File: src/rtl/timer_irq_ctrl.sv
// rtl/timer_irq_ctrl.sv - machine-timer interrupt pending/request/handler controller
//
// Turns the one-cycle timer overflow pulse into an MTIP pending bit and a
// held interrupt request to the trap logic. Requests are gated by mie.MTIE and
// mstatus.MIE. Handler entry is irq_ack, handler exit is mret. Ticks that
// arrive while MTIP is already pending are counted in a saturating counter.
//
// Ports:
//   clk           system clock, rising edge
//   reset         synchronous active-high reset
//   tick_i        timer overflow pulse
//   mtie_i        mie.MTIE
//   gie_i         mstatus.MIE
//   irq_ack_i     pipeline took the timer trap this cycle
//   mret_i        mret committed this cycle
//   pend_clr_i    CSR write clearing MTIP (also zeroes the miss counter)
//   irq_req_o     timer interrupt request (state REQ)
//   mtip_o        MTIP pending bit
//   in_handler_o  timer handler active (state HANDLER)
//   miss_cnt_o    saturating count of ticks lost while MTIP was set

module timer_irq_ctrl #(
   parameter int MISS_W = 4
) (
   input  logic              clk,
   input  logic              reset,
   input  logic              tick_i,
   input  logic              mtie_i,
   input  logic              gie_i,
   input  logic              irq_ack_i,
   input  logic              mret_i,
   input  logic              pend_clr_i,
   output logic              irq_req_o,
   output logic              mtip_o,
   output logic              in_handler_o,
   output logic [MISS_W-1:0] miss_cnt_o
);

   typedef enum logic [1:0] {
      IDLE    = 2'd0,
      PEND    = 2'd1,
      REQ     = 2'd2,
      HANDLER = 2'd3
   } state_t;

   localparam logic [MISS_W-1:0] MISS_MAX = {MISS_W{1'b1}};

   state_t            state;
   logic              mtip;
   logic [MISS_W-1:0] miss_cnt;

   logic enabled;
   assign enabled = mtie_i && gie_i;

   always_ff @(posedge clk) begin
      if (reset) begin
         state    <= IDLE;
         mtip     <= 1'b0;
         miss_cnt <= '0;
      end else begin
         case (state)
            IDLE: begin
               // A tick that coincided with a clear leaves mtip set while the
               // state took the clear path; re-enter through PEND from here.
               if (tick_i || mtip) begin
                  state <= PEND;
               end
               if (tick_i) begin
                  mtip <= 1'b1;
               end
            end
            PEND: begin
               if (pend_clr_i && !tick_i) begin
                  mtip  <= 1'b0;
                  state <= IDLE;
               end else begin
                  if (tick_i) begin
                     mtip <= 1'b1;
                  end
                  if (enabled) begin
                     state <= REQ;
                  end
               end
            end
            REQ: begin
               if (irq_ack_i) begin
                  mtip  <= tick_i;
                  state <= HANDLER;
               end else if (pend_clr_i) begin
                  mtip  <= tick_i;
                  state <= IDLE;
               end else begin
                  if (tick_i) begin
                     mtip <= 1'b1;
                  end
                  if (!enabled) begin
                     state <= PEND;
                  end
               end
            end
            HANDLER: begin
               if (tick_i) begin
                  mtip <= 1'b1;
               end else if (pend_clr_i) begin
                  mtip <= 1'b0;
               end
               // Exit decision uses the post-update pending value so a tick in
               // the mret cycle is not lost.
               if (mret_i) begin
                  state <= (tick_i || (mtip && !pend_clr_i)) ? PEND : IDLE;
               end
            end
            default: begin
               state <= IDLE;
            end
         endcase

         if (pend_clr_i) begin
            miss_cnt <= '0;
         end else if (tick_i && mtip && !irq_ack_i && miss_cnt != MISS_MAX) begin
            miss_cnt <= miss_cnt + 1'b1;
         end
      end
   end

   assign irq_req_o    = (state == REQ);
   assign in_handler_o = (state == HANDLER);
   assign mtip_o       = mtip;
   assign miss_cnt_o   = miss_cnt;

endmodule

File: config.mk
export PLATFORM = sky130hd
export DESIGN_NAME = timer_irq_ctrl
export DESIGN_NICKNAME = d
export VERILOG_FILES = /design/src/rtl/timer_irq_ctrl.sv
export SDC_FILE = /design/constraint.sdc
export NUM_CORES = 1
export LEC_CHECK = 0
export CORE_AREA = 10 10 47 49
export CTS_CLUSTER_DIAMETER = 30
export CTS_CLUSTER_SIZE = 8
export DETAILED_ROUTE_END_ITERATION = 8
export DIE_AREA = 0 0 57 59
export PLACE_DENSITY = 0.67
export SLEW_MARGIN = 15
export SYNTH_ARGS = -nofsm -noshare
export SYNTH_HDL_FRONTEND = slang
export SYNTH_SLANG_ARGS = --single-unit
File: constraint.sdc
create_clock -name clk -period 2.8 [get_ports clk]
set_input_delay 0.56 -clock clk [delete_from_list [all_inputs] [get_ports clk]]
set_output_delay 0.56 -clock clk [all_outputs]
set_load 0.02 [all_outputs]
* Word-level counts from Yosys, hierarchy flattened
Cells that the tools add are included. Widths: inputs -> output; s select.
Word-level totals: register bits 7, bits of input ports 8, output and inout port bits 7, word-level logic and storage cells 43
Cells by class: add/sub/neg operators 1, eq/ne operators 9, multiplexer cells 16, reduce and logical (&&, ||, !) cells 14
Operator list (number):
- $mux 2 | 7
- $ne 4x4->1 const B | 2
- $pmux 2 s4 | 1
- $mux 1 | 7
- $logic_and 1x1->1 | 6
- $ne 3x3->1 const B | 2
- $add 4x1->4 const B | 1
- $eq 2x2->1 const B | 2
- $ne 2x2->1 const B | 2
- $pmux 1 s4 | 1
- $reduce_and 4->1 | 1
- $logic_not 1->1 | 3
- $eq 2x1->1 const B | 1
- $logic_not 2->1 | 1
- $logic_or 1x1->1 | 2
- $reduce_or 2->1 | 1

* Longest topological paths before layout
Gate-level depths: netlist (run 1).
word-level depth 6, depth in mapped cells 5, gate-level depth less buffers 5

* Worst setup path after synthesis (run 1)
No wires, ideal clock.
path kind input to register, from in pend_clr_i, to reg state[0], setup time 0.131 ns, arrival 1.296 ns, data required time 2.669 ns, path slack 1.373 ns, stages 5, path buffers 1, path through buf_6 > and3b_1 > o311a_1 > a21oi_2 > nor4_2
On the way: cells in the longest elaborated chain, start to end 6, elaborated cells on any way between the ends 13, those cells by class eq/ne: 2; mux: 6; reduce/logical: 5
Ends and longest elaborated chain:
- start: declaration | RTL line 32 | input logic pend_clr_i,
- $logic_not 1->1 | RTL line 110 | state <= (tick_i || (mtip && !pend_clr_i)) ? PEND : IDLE;
- $logic_and 1x1->1 | RTL line 110
- $logic_or 1x1->1 | RTL line 110
- $mux 1 | RTL line 110
- $mux 2 | RTL line 109 | if (mret_i) begin
- $pmux 2 s4 | RTL line 61 | case (state)
- end signal: assignment | RTL line 110
- end: declaration | RTL line 48 | state_t state;
Parallel ways exist; a longest one is shown, timed or not. The select of a mux whose other input is x is not followed. A chain may end at the register's enable or synchronous reset.

* Worst setup path after layout (run 1)
from reg state[1], to out irq_req_o
On the way: cells in the longest elaborated chain, start to end 1
Ends and longest elaborated chain:
- $eq 2x2->1 | RTL line 126 | assign irq_req_o = (state == REQ);
- end: declaration | RTL line 33 | output logic irq_req_o,
Every way passes these cells.

==> summary.md, run 1 <==
| Metric | Value |
|---|---|
| Post-synthesis net count | `57` |
| Layout Cell Area excl Fill | `approximately 600 um^2` |
| Antenna violations before repair | `0` |
| Maximum number of pins on one net before global-route repair | `11` |
| Number of buffers added to fix hold violations after cts | `0` |
| Detailed router's first-iteration violation count | `2` |
| Relative slew slack | `0.718` |
| Logic pwr share | `0.164` |
| Root cell of the clock tree | `sky130_fd_sc_hd__clkbuf_4` |
| Distinct cells, synth | `30` |
| Mean cell area of the mapped netlist | `8.91 um^2` |
| Share of synthesized area occupied by flip-flops and latches | `0.327` |
| Yosys top cell by area | `sky130_fd_sc_hd__dfxtp_1` |
| Category of the most critical setup path | `register to output port` |
| Total Wirelength | `1030 um` |
| Share of total power in the clock network | `0.373` |
| Post-synthesis instance area | `~430 um^2` |
| Internal power | `around 180 uW` |
| Max Cap Viol | `0` |
| Fraction of the mapped netlist area in adder cells | `0.0292` |
| Largest family of logic cells by synthesized area | `simple AND/OR/NAND/NOR gates` |
| GR Overflow Total | `0` |
| Number of clock sinks seen by CTS | `7` |
| Die width | `about 57 um` |
| Most frequent cell after synthesis | `sky130_fd_sc_hd__dfxtp_1` |
| Skew final | `roughly 0.0011 ns` |
| Global-route wire length before repair | `1810 um` |
| Fin nets | `74` |
| Number of antenna-violating nets in the routed design | `0` |
| CTS H-tree lvls | `1` |
| WL/cell | `around 13 um` |
| Top-area cell type share of the netlist area | `0.327` |
| Launching element type of the critical path | `register` |
| Setup TNS | `0 ns` |
| Floorplan die height | `about 59 um` |
| Primary flip-flop cell chosen by synthesis mapping | `sky130_fd_sc_hd__dfxtp_1` |
| Clock transition at path regs | `roughly 0.05 ns` |
| Detailed Place HPWL | `roughly 800 um` |
| Longest Clk Path Bufs | `2` |
| Peak supply drop | `171 uV` |
| Xor/xnor cell area share of the yosys netlist | `0.0409` |
| Switching Share | `0.241` |
| Register share of total power | `0.463` |
| TritonCTS clock tree | `built` |
| Number of buffers inserted during clock tree synthesis | `3` |
| Hold violation total from the final report | `0` |
| Net switching power of the design | `approximately 57 uW` |
| Clk Latency, worst-skew pair | `roughly 0.24 ns` |
| Quantity of gates resized following cts | `0` |
| Placement row count | `14` |
| Number of warnings reported in the yosys synthesis log | `0` |
| Post-CTS setup buffer count | `0` |
| Area growth, synth to finish | `39.8%` |
| I/O pin cnt | `15` |
| Starting density of the core | `0.305` |
| Post-synthesis compound-gate area fraction | `0.170` |
| Post-synthesis async set-or-reset flop share | `0` |
| Data arrival time at the worst-slack endpoint | `1.54 ns` |
| N_diodes | `0` |
| Via total after detailed routing | `approximately 400` |
| Share of the clock period used by the worst path after layout | `0.750` |
| Slew at the pin with the worst max-slew slack | `around 0.42 ns` |
| Share of layout cells above drive strength 1 | `0.125` |
| Final Critical Period | `roughly 2.1 ns` |
| DRC errors left | `0` |
| Total chip power | `approximately 240 uW` |
| Finish-stage setup viols | `0` |
| Top cells by area, synth | `sky130_fd_sc_hd__dfxtp_1 (33%), sky130_fd_sc_hd__nor3_1 (4.7%), sky130_fd_sc_hd__nor2b_1 (4.4%), sky130_fd_sc_hd__xor2_1 (4.1%), sky130_fd_sc_hd__and2b_1 (3.5%)` |
| Max Slew Vio Count | `0` |
| Synth top cells by count | `sky130_fd_sc_hd__dfxtp_1 (7), sky130_fd_sc_hd__nor2_1 (4), sky130_fd_sc_hd__nor3_1 (4)` |
| Number of buffer cells added on primary ports | `14` |
| Hold crit path type | `register to register` |
| Share of synthesized area spent on multiplexers | `0.0234` |
| Placed cell areas | `about 570 um^2` |
| Setup crit end kind | `output port` |
| Pre-antenna DRT Iters | `2` |
| Number of synthesized register bits | `7` |
| Number of global-route vias before repair | `between 400 and 500` |
| Power density cells | `395 nW/um^2` |
| Maximum clock frequency | `around 480 MHz` |
| Gr usage total | `0.0668` |
| Setup repair after global routing missed its margin | `false` |
| Gate Count Post-Synth | `between 40 and 50` |
| Worst-path fanout max | `8` |
| Via density per instance | `4.94` |
| Routability congestion estimate from global placement | `roughly 0.77` |
| Req. time, crit path | `between 2 and 2.5 ns` |
| Floorplan die area | `about 3400 um^2` |
| Layout filler cell count | `roughly 160` |
| Static leakage | `between 0.0002 and 0.00025 uW` |
| Area of the core | `approximately 1400 um^2` |
| Post-synthesis simple-gate area fraction | `0.363` |
| Outcome | `finished clean` |
| EDFF count, synth | `0` |
worst max-delay path: stages (launching register included):
cell and delay [ns]:
sky130_fd_sc_hd__dfxtp_1 0.44, sky130_fd_sc_hd__nor2b_1 0.22, sky130_fd_sc_hd__clkdlybuf4s50_1 0.63
placed cells by master (no fill, tap or decap), drive strengths merged, types with 2 or more instances in the layout:
| master | n |
|---|---|
| nor2 | 4 |
| dfxtp | 7 |
| nor2b | 4 |
| nand2 | 2 |
| xor2 | 2 |
| nand3 | 2 |
| nor3 | 5 |
| a21oi | 2 |
| and2b | 2 |
| nor4 | 2 |
| clkdlybuf4s50 | 14 |
| clkbuf | 4 |
state kept, by name (all words and copies together), names as in the netlist:
signal      cells
miss_cnt_o      4
state           2
mtip_o          1
layout make-up:
class	instances	area (um^2)	area share
multi-input combinational	38	268	0.448
sequential	7	140	0.234
timing repair buffer	14	140	0.234
clock buffer	4	26.3	0.0439
tap	16	20.0	0.0335
inverter	1	3.75	0.00628
power by group through the flow:
stage               Sequential, uW  Clock [uW]  Combinational, uW
floorplan                      109           0               23.2
global placement               111           0               38.7
detailed placement             111           0               38.7
CTS                            109        92.2               39.0
global route                   110         101               42.8
finish                         109        88.1               38.6
path summary, 6_finish.rpt:
path,start,endpoint,slack (ns),depth (start not counted)
setup / recovery,state[1],irq_req_o,0.70,2
hold / removal,mtip_o,mtip_o,0.56,2
setup reg to reg,miss_cnt_o[0],miss_cnt_o[2],1.48,5
hold reg to reg,mtip_o,mtip_o,0.56,2
cell families after synthesis:
group / Yosys count
mux: 1
xor+xnor: 2
simple gates: 25
compound gates: 9
buf+inv: 3
flops: 7
fa+ha+maj: 1
routing by layer:
layer	track usage	wire (um)	up-vias
li1	-	-	209
met3	0.0451	143	0
met4	0.0403	0	0
met5	0	0	-
met2	0.0853	392	14
met1	0.0791	492	172
per-stage QoR:
step                       util  setup slack [ns]  hold slack (ns)  instances
final                     0.427             0.700            0.560         80
after global routing      0.427             0.607            0.631         80
after CTS                 0.427             0.693            0.565         80
after detailed placement  0.408             0.712            0.552         76
after global placement    0.408             0.722            0.559         76
after floorplan               -              1.37            0.612         48
(Power assumes the default switching activity.)
==> run 2: changes to the inputs <==
Clock period 2.8 ns to 2.04 ns, I/O delays scaled along.
==> run 2 against run 1 <==
Effect of this change: die area is the same; clock power grew 38%; register-to-register slack worse by 0.75 ns; combinational power rose by 41%; cell count up 1.3%; worst setup slack lost 0.56 ns; critical path depth is the same; worst hold slack lost 0.0074 ns; via count rose by 5.6%.
==> summary.md, run 2 (synthesis results as in run 1) <==
| Metric | Value |
|---|---|
| Outcome | `finished clean` |
| Number of buffer and inverter stages on the critical path | `1` |
| Gr usage total | `0.0703` |
| Setup repair after global routing missed its margin | `false` |
| Post-CTS setup buffer count | `0` |
| Peak supply drop | `between 200 and 300 uV` |
| Share of total power in the clock network | `0.373` |
| Pre-antenna DRT Iters | `4` |
| Final Critical Period | `between 1.5 and 2 ns` |
| Number of antenna-violating nets in the routed design | `0` |
| GR Overflow Total | `0` |
| Area growth, synth to finish | `42.1%` |
| Static leakage | `roughly 0.00025 uW` |
| Library cell contributing the largest single delay on the critical path | `sky130_fd_sc_hd__clkdlybuf4s50_1` |
| CTS H-tree lvls | `1` |
| Clock transition at path regs | `~0.050 ns` |
| Longest Clk Path Bufs | `2` |
| Net switching power of the design | `between 70 and 80 uW` |
| Quantity of gates resized following cts | `0` |
| WL/cell | `13.3 um` |
| Max incr delay on CP | `roughly 0.60 ns` |
| N_diodes | `0` |
| Placement row count | `14` |
| Number of global-route vias before repair | `around 450` |
| Data arrival time at the worst-slack endpoint | `between 1 and 1.5 ns` |
| Maximum number of pins on one net before global-route repair | `10` |
| Category of the most critical setup path | `register to output port` |
| Internal power | `about 250 uW` |
| Slew at the pin with the worst max-slew slack | `between 0.4 and 0.5 ns` |
| Kind of cell adding the most delay to the critical path | `buffers and inverters` |
| Via density per instance | `about 5` |
| Max Slew Vio Count | `0` |
| Setup crit end kind | `output port` |
| Total Wirelength | `about 1100 um` |
| Power density cells | `537 nW/um^2` |
| Detailed Place HPWL | `815 um` |
| Hold violation total from the final report | `0` |
| Die width | `57 um` |
| Antenna violations before repair | `0` |
| Skew final | `about 0.00081 ns` |
| Max Cap Viol | `0` |
| Global-route wire length before repair | `roughly 1900 um` |
| Most common cell after layout, fill and taps aside | `sky130_fd_sc_hd__clkdlybuf4s50_1` |
| Clk Latency, worst-skew pair | `0.25 ns` |
| TritonCTS clock tree | `built` |
| Maximum clock frequency | `526 MHz` |
| Switching Share | `0.242` |
| I/O pin cnt | `15` |
| Fin nets | `between 70 and 80` |
| Starting density of the core | `0.305` |
| Register share of total power | `0.460` |
| Share of layout cells above drive strength 1 | `0.138` |
| Worst-path fanout max | `9` |
| Via total after detailed routing | `417` |
| Cell breakdown of the critical path | `and2_1 > clkdlybuf4s50_1` |
| Number of buffer cells added on primary ports | `14` |
| Launching element type of the critical path | `register` |
| Floorplan die area | `3360 um^2` |
| Finish-stage setup viols | `0` |
| Floorplan die height | `between 50 and 60 um` |
| Logic pwr share | `0.167` |
| Worst hold slack | `around 0.55 ns` |
| DRC errors left | `0` |
| Number of buffers added to fix hold violations after cts | `0` |
| Relative slew slack | `0.716` |
| Req. time, crit path | `between 1.5 and 2 ns` |
| Routability congestion estimate from global placement | `about 0.83` |
| Area of the core | `between 1000 and 1500 um^2` |
| Root cell of the clock tree | `sky130_fd_sc_hd__clkbuf_4` |
| Number of clock sinks seen by CTS | `7` |
| Commonest cells after routing, fill and taps aside | `sky130_fd_sc_hd__clkdlybuf4s50_1 (13), sky130_fd_sc_hd__dfxtp_1 (7), sky130_fd_sc_hd__nor2_1 (4), sky130_fd_sc_hd__nor3_1 (4)` |
| Number of buffers inserted during clock tree synthesis | `3` |
| Detailed router's first-iteration violation count | `5` |
| Flip-flop count of the largest register after layout | `4` |
| Setup TNS | `0 ns` |
| Share of the clock period used by the worst path after layout | `0.932` |
| Hold crit path type | `register to register` |
## run 2: changes by cell type in the layout (fill, tap and decap cells not counted), sizes merged
cell           before  now
buf                 0    1
clkdlybuf4s50      14   13
dlymetal6s2s        0    1
## run 2: layout make-up
type                    instances  area (um^2)
well taps                      16         20.0
fillers                       162          793
repair buffers                 15          150
inverters                       1         3.75
flip-flops and latches          7          140
clock buffers                   4         26.3
multi-input cells              38          268
## run 2: power by group through the flow
stage          Combinational (uW)  Sequential (uW)  Clock, uW
6_report                     54.5              150        122
5_1_grt                      59.8              151        138
4_1_cts                      55.4              150        130
3_5_place_dp                 55.0              153          0
3_3_place_gp                 54.6              153          0
2_1_floorplan                31.9              150          0
## run 2: metal layers
| layer | global-route usage | vias up | routed length (um) |
|---|---|---|---|
| li1 | - | 213 | - |
| met1 | 0.0695 | 184 | 478 |
| met2 | 0.0946 | 18 | 430 |
| met3 | 0.0536 | 2 | 150 |
| met4 | 0.0604 | 0 | 14 |
| met5 | 0 | - | 0 |
## run 2: path summary, 6_finish.rpt
check,start,to,slack [ns],cells past startpoint
max reg2reg,miss_cnt_o[0],miss_cnt_o[2],0.73,5
min reg2reg,mtip_o,mtip_o,0.55,2
max,state[0],in_handler_o,0.14,2
min,mtip_o,mtip_o,0.55,2
## run 2: worst reg2reg max path: cells and delay by family (launching register included)
family          cells  cell delay, ns
fa+ha+maj           1            0.21
simple gates        2            0.21
buf+inv             1            0.05
flops               1            0.38
compound gates      1            0.35
## run 2: per-stage QoR
stage               total power [uW]  utilization  setup slack [ns]  cells  area (um^2)
floorplan                        182            -             0.710     48          428
global placement                 208        0.413             0.287     77          579
detailed placement               208        0.413             0.253     77          579
CTS                              336        0.432            0.0546     81          606
global route                     349        0.434            0.0451     81          608
finish                           326        0.434             0.139     81          608
==> run 3: changes to the inputs <==
Settings changed: CTS_BUF_LIST from default to sky130_fd_sc_hd__clkbuf_8.
==> run 3 against run 2 <==
Effect of this change: largest cell class unchanged; clock power is 50% higher; highest routed layer unchanged; sequential power barely moved; combinational power hardly changed.
==> summary.md, run 3 (synthesis results as in run 1) <==
| Metric | Value |
|---|---|
| Category of the most critical setup path | `register to output port` |
| CP Depth | `2` |
| Floorplan die area | `roughly 3400 um^2` |
| Fin nets | `75` |
| Via total after detailed routing | `411` |
| Floorplan die height | `between 50 and 60 um` |
| Static leakage | `around 0.00024 uW` |
| Max Slew Vio Count | `0` |
| Req. time, crit path | `around 1.6 ns` |
| Detailed Place HPWL | `about 820 um` |
| Launching element type of the critical path | `register` |
| Post-CTS setup buffer count | `0` |
| Max Cap Viol | `0` |
| Root cell of the clock tree | `sky130_fd_sc_hd__clkbuf_8` |
| Area occupied by multi-input gates | `between 200 and 300 um^2` |
| Outcome | `finished clean` |
| Setup repair after global routing missed its margin | `false` |
| Area taken by flip-flops and latches | `approximately 140 um^2` |
| Via density per instance | `between 5 and 6` |
| Number of clock sinks seen by CTS | `7` |
| Detailed router's first-iteration violation count | `6` |
| Share of layout cells above drive strength 1 | `0.138` |
| Longest Clk Path Bufs | `2` |
| Clk Latency, worst-skew pair | `0.22 ns` |
| I/O pin cnt | `15` |
| Peak supply drop | `348 uV` |
| Hold violation total from the final report | `0` |
| Commonest cells after routing, fill and taps aside | `sky130_fd_sc_hd__clkdlybuf4s50_1 (14), sky130_fd_sc_hd__dfxtp_1 (7), sky130_fd_sc_hd__nor2_1 (4), sky130_fd_sc_hd__nor3_1 (4)` |
| Worst-path fanout max | `8` |
| Maximum clock frequency | `just over 500 MHz` |
| Data arrival time at the worst-slack endpoint | `1.54 ns` |
| WL/cell | `13.3 um` |
| Worst hold slack | `between 0.5 and 0.6 ns` |
| Finish-stage setup viols | `0` |
| Library cell contributing the largest single delay on the critical path | `sky130_fd_sc_hd__clkdlybuf4s50_1` |
| Hold crit path type | `register to register` |
| GR Overflow Total | `0` |
| Number of global-route vias before repair | `447` |
| Total Wirelength | `roughly 1100 um` |
| Routability congestion estimate from global placement | `slightly above 0.8` |
| Slew at the pin with the worst max-slew slack | `0.422 ns` |
| Kind of cell adding the most delay to the critical path | `buffers and inverters` |
| Die width | `about 57 um` |
| N_diodes | `0` |
| Power density cells | `about 620 nW/um^2` |
| Setup crit end kind | `output port` |
| Starting density of the core | `0.305` |
| Gr usage total | `0.0703` |
| Placement row count | `14` |
| Maximum number of pins on one net before global-route repair | `10` |
| Area of the core | `~1400 um^2` |
| Number of buffers added to fix hold violations after cts | `0` |
| Share of the clock period used by the worst path after layout | `0.953` |
| Cells on Worst Hold Path | `2` |
| Most common cell after layout, fill and taps aside | `sky130_fd_sc_hd__clkdlybuf4s50_1` |
| Antenna violations before repair | `0` |
| Clock transition at path regs | `about 0.040 ns` |
| Number of buffers inserted during clock tree synthesis | `3` |
| Area growth, synth to finish | `45.9%` |
| Layout filler cell count | `around 160` |
| Number of buffer and inverter stages on the critical path | `1` |
| Quantity of gates resized following cts | `0` |
| Max incr delay on CP | `approximately 0.64 ns` |
| Cell breakdown of the critical path | `nor2b_1 > clkdlybuf4s50_1` |
| Global-route wire length before repair | `between 1500 and 2000 um` |
| TritonCTS clock tree | `built` |
| Relative slew slack | `0.716` |
| Pre-antenna DRT Iters | `2` |
| R2r worst-path depth | `5` |
| Setup TNS | `0 ns` |
| Number of antenna-violating nets in the routed design | `0` |
| CTS H-tree lvls | `1` |
| Skew final | `just over 0.0004 ns` |
| Flip-flop count of the largest register after layout | `4` |
| Number of buffer cells added on primary ports | `14` |
| Final Critical Period | `1.94 ns` |
| DRC errors left | `0` |
| Final core area utilization | `0.446` |
-- run 3: cell types whose count changed in the layout (fill, tap and decap cells not counted), sizes merged --
cell           before  now
dlymetal6s2s        1    0
clkbuf              4    3
clkdlybuf4s50      13   14
inv                 1    2
-- run 3: worst paths after layout --
path,start,to,slack [ns]
hold reg to reg,mtip_o,mtip_o,0.55
hold / removal,mtip_o,mtip_o,0.55
setup / recovery,state[1],irq_req_o,0.1
setup reg to reg,miss_cnt_o[0],miss_cnt_o[2],0.72
-- run 3: power breakdown --
part / total (uW) / internal (uW) / switching, uW
clock: 183 / 129 / 53.7
sequential: 151 / 142 / 8.24
combinational: 54.6 / 31.2 / 23.4
-- run 3: per-stage QoR --
step | setup slack (ns) | total power [uW] | area, um^2 | std cells
4_1_cts | 0.0927 | 395 | 624 | 81
5_1_grt | 0.0251 | 411 | 624 | 81
6_report | 0.0954 | 388 | 624 | 81
3_5_place_dp | 0.253 | 208 | 579 | 77
3_3_place_gp | 0.287 | 208 | 579 | 77
2_1_floorplan | 0.710 | 182 | 428 | 48
-- run 3: area by class of cell --
class,instances,area share
flip-flops and latches,7,0.224
well taps,16,0.0321
multi-input cells,38,0.429
inverters,1,0.00601
clock buffers,3,0.0661
repair buffers,15,0.236
clock inverters,1,0.00601
-- run 3: worst register-to-register path: stages, from the launching register on --
cell and delay [ns]:
sky130_fd_sc_hd__dfxtp_1 0.38, sky130_fd_sc_hd__ha_1 0.22, sky130_fd_sc_hd__inv_1 0.05, sky130_fd_sc_hd__nor2_1 0.15, sky130_fd_sc_hd__nor2_1 0.06, sky130_fd_sc_hd__a2111oi_1 0.35
-- run 3: per-layer routing --
| layer | wire length, um | GRT usage |
|---|---|---|
| met1 | 497 | 0.0695 |
| met2 | 418 | 0.0946 |
| met3 | 145 | 0.0536 |
| met4 | 14 | 0.0604 |
| met5 | 0 | 0 |
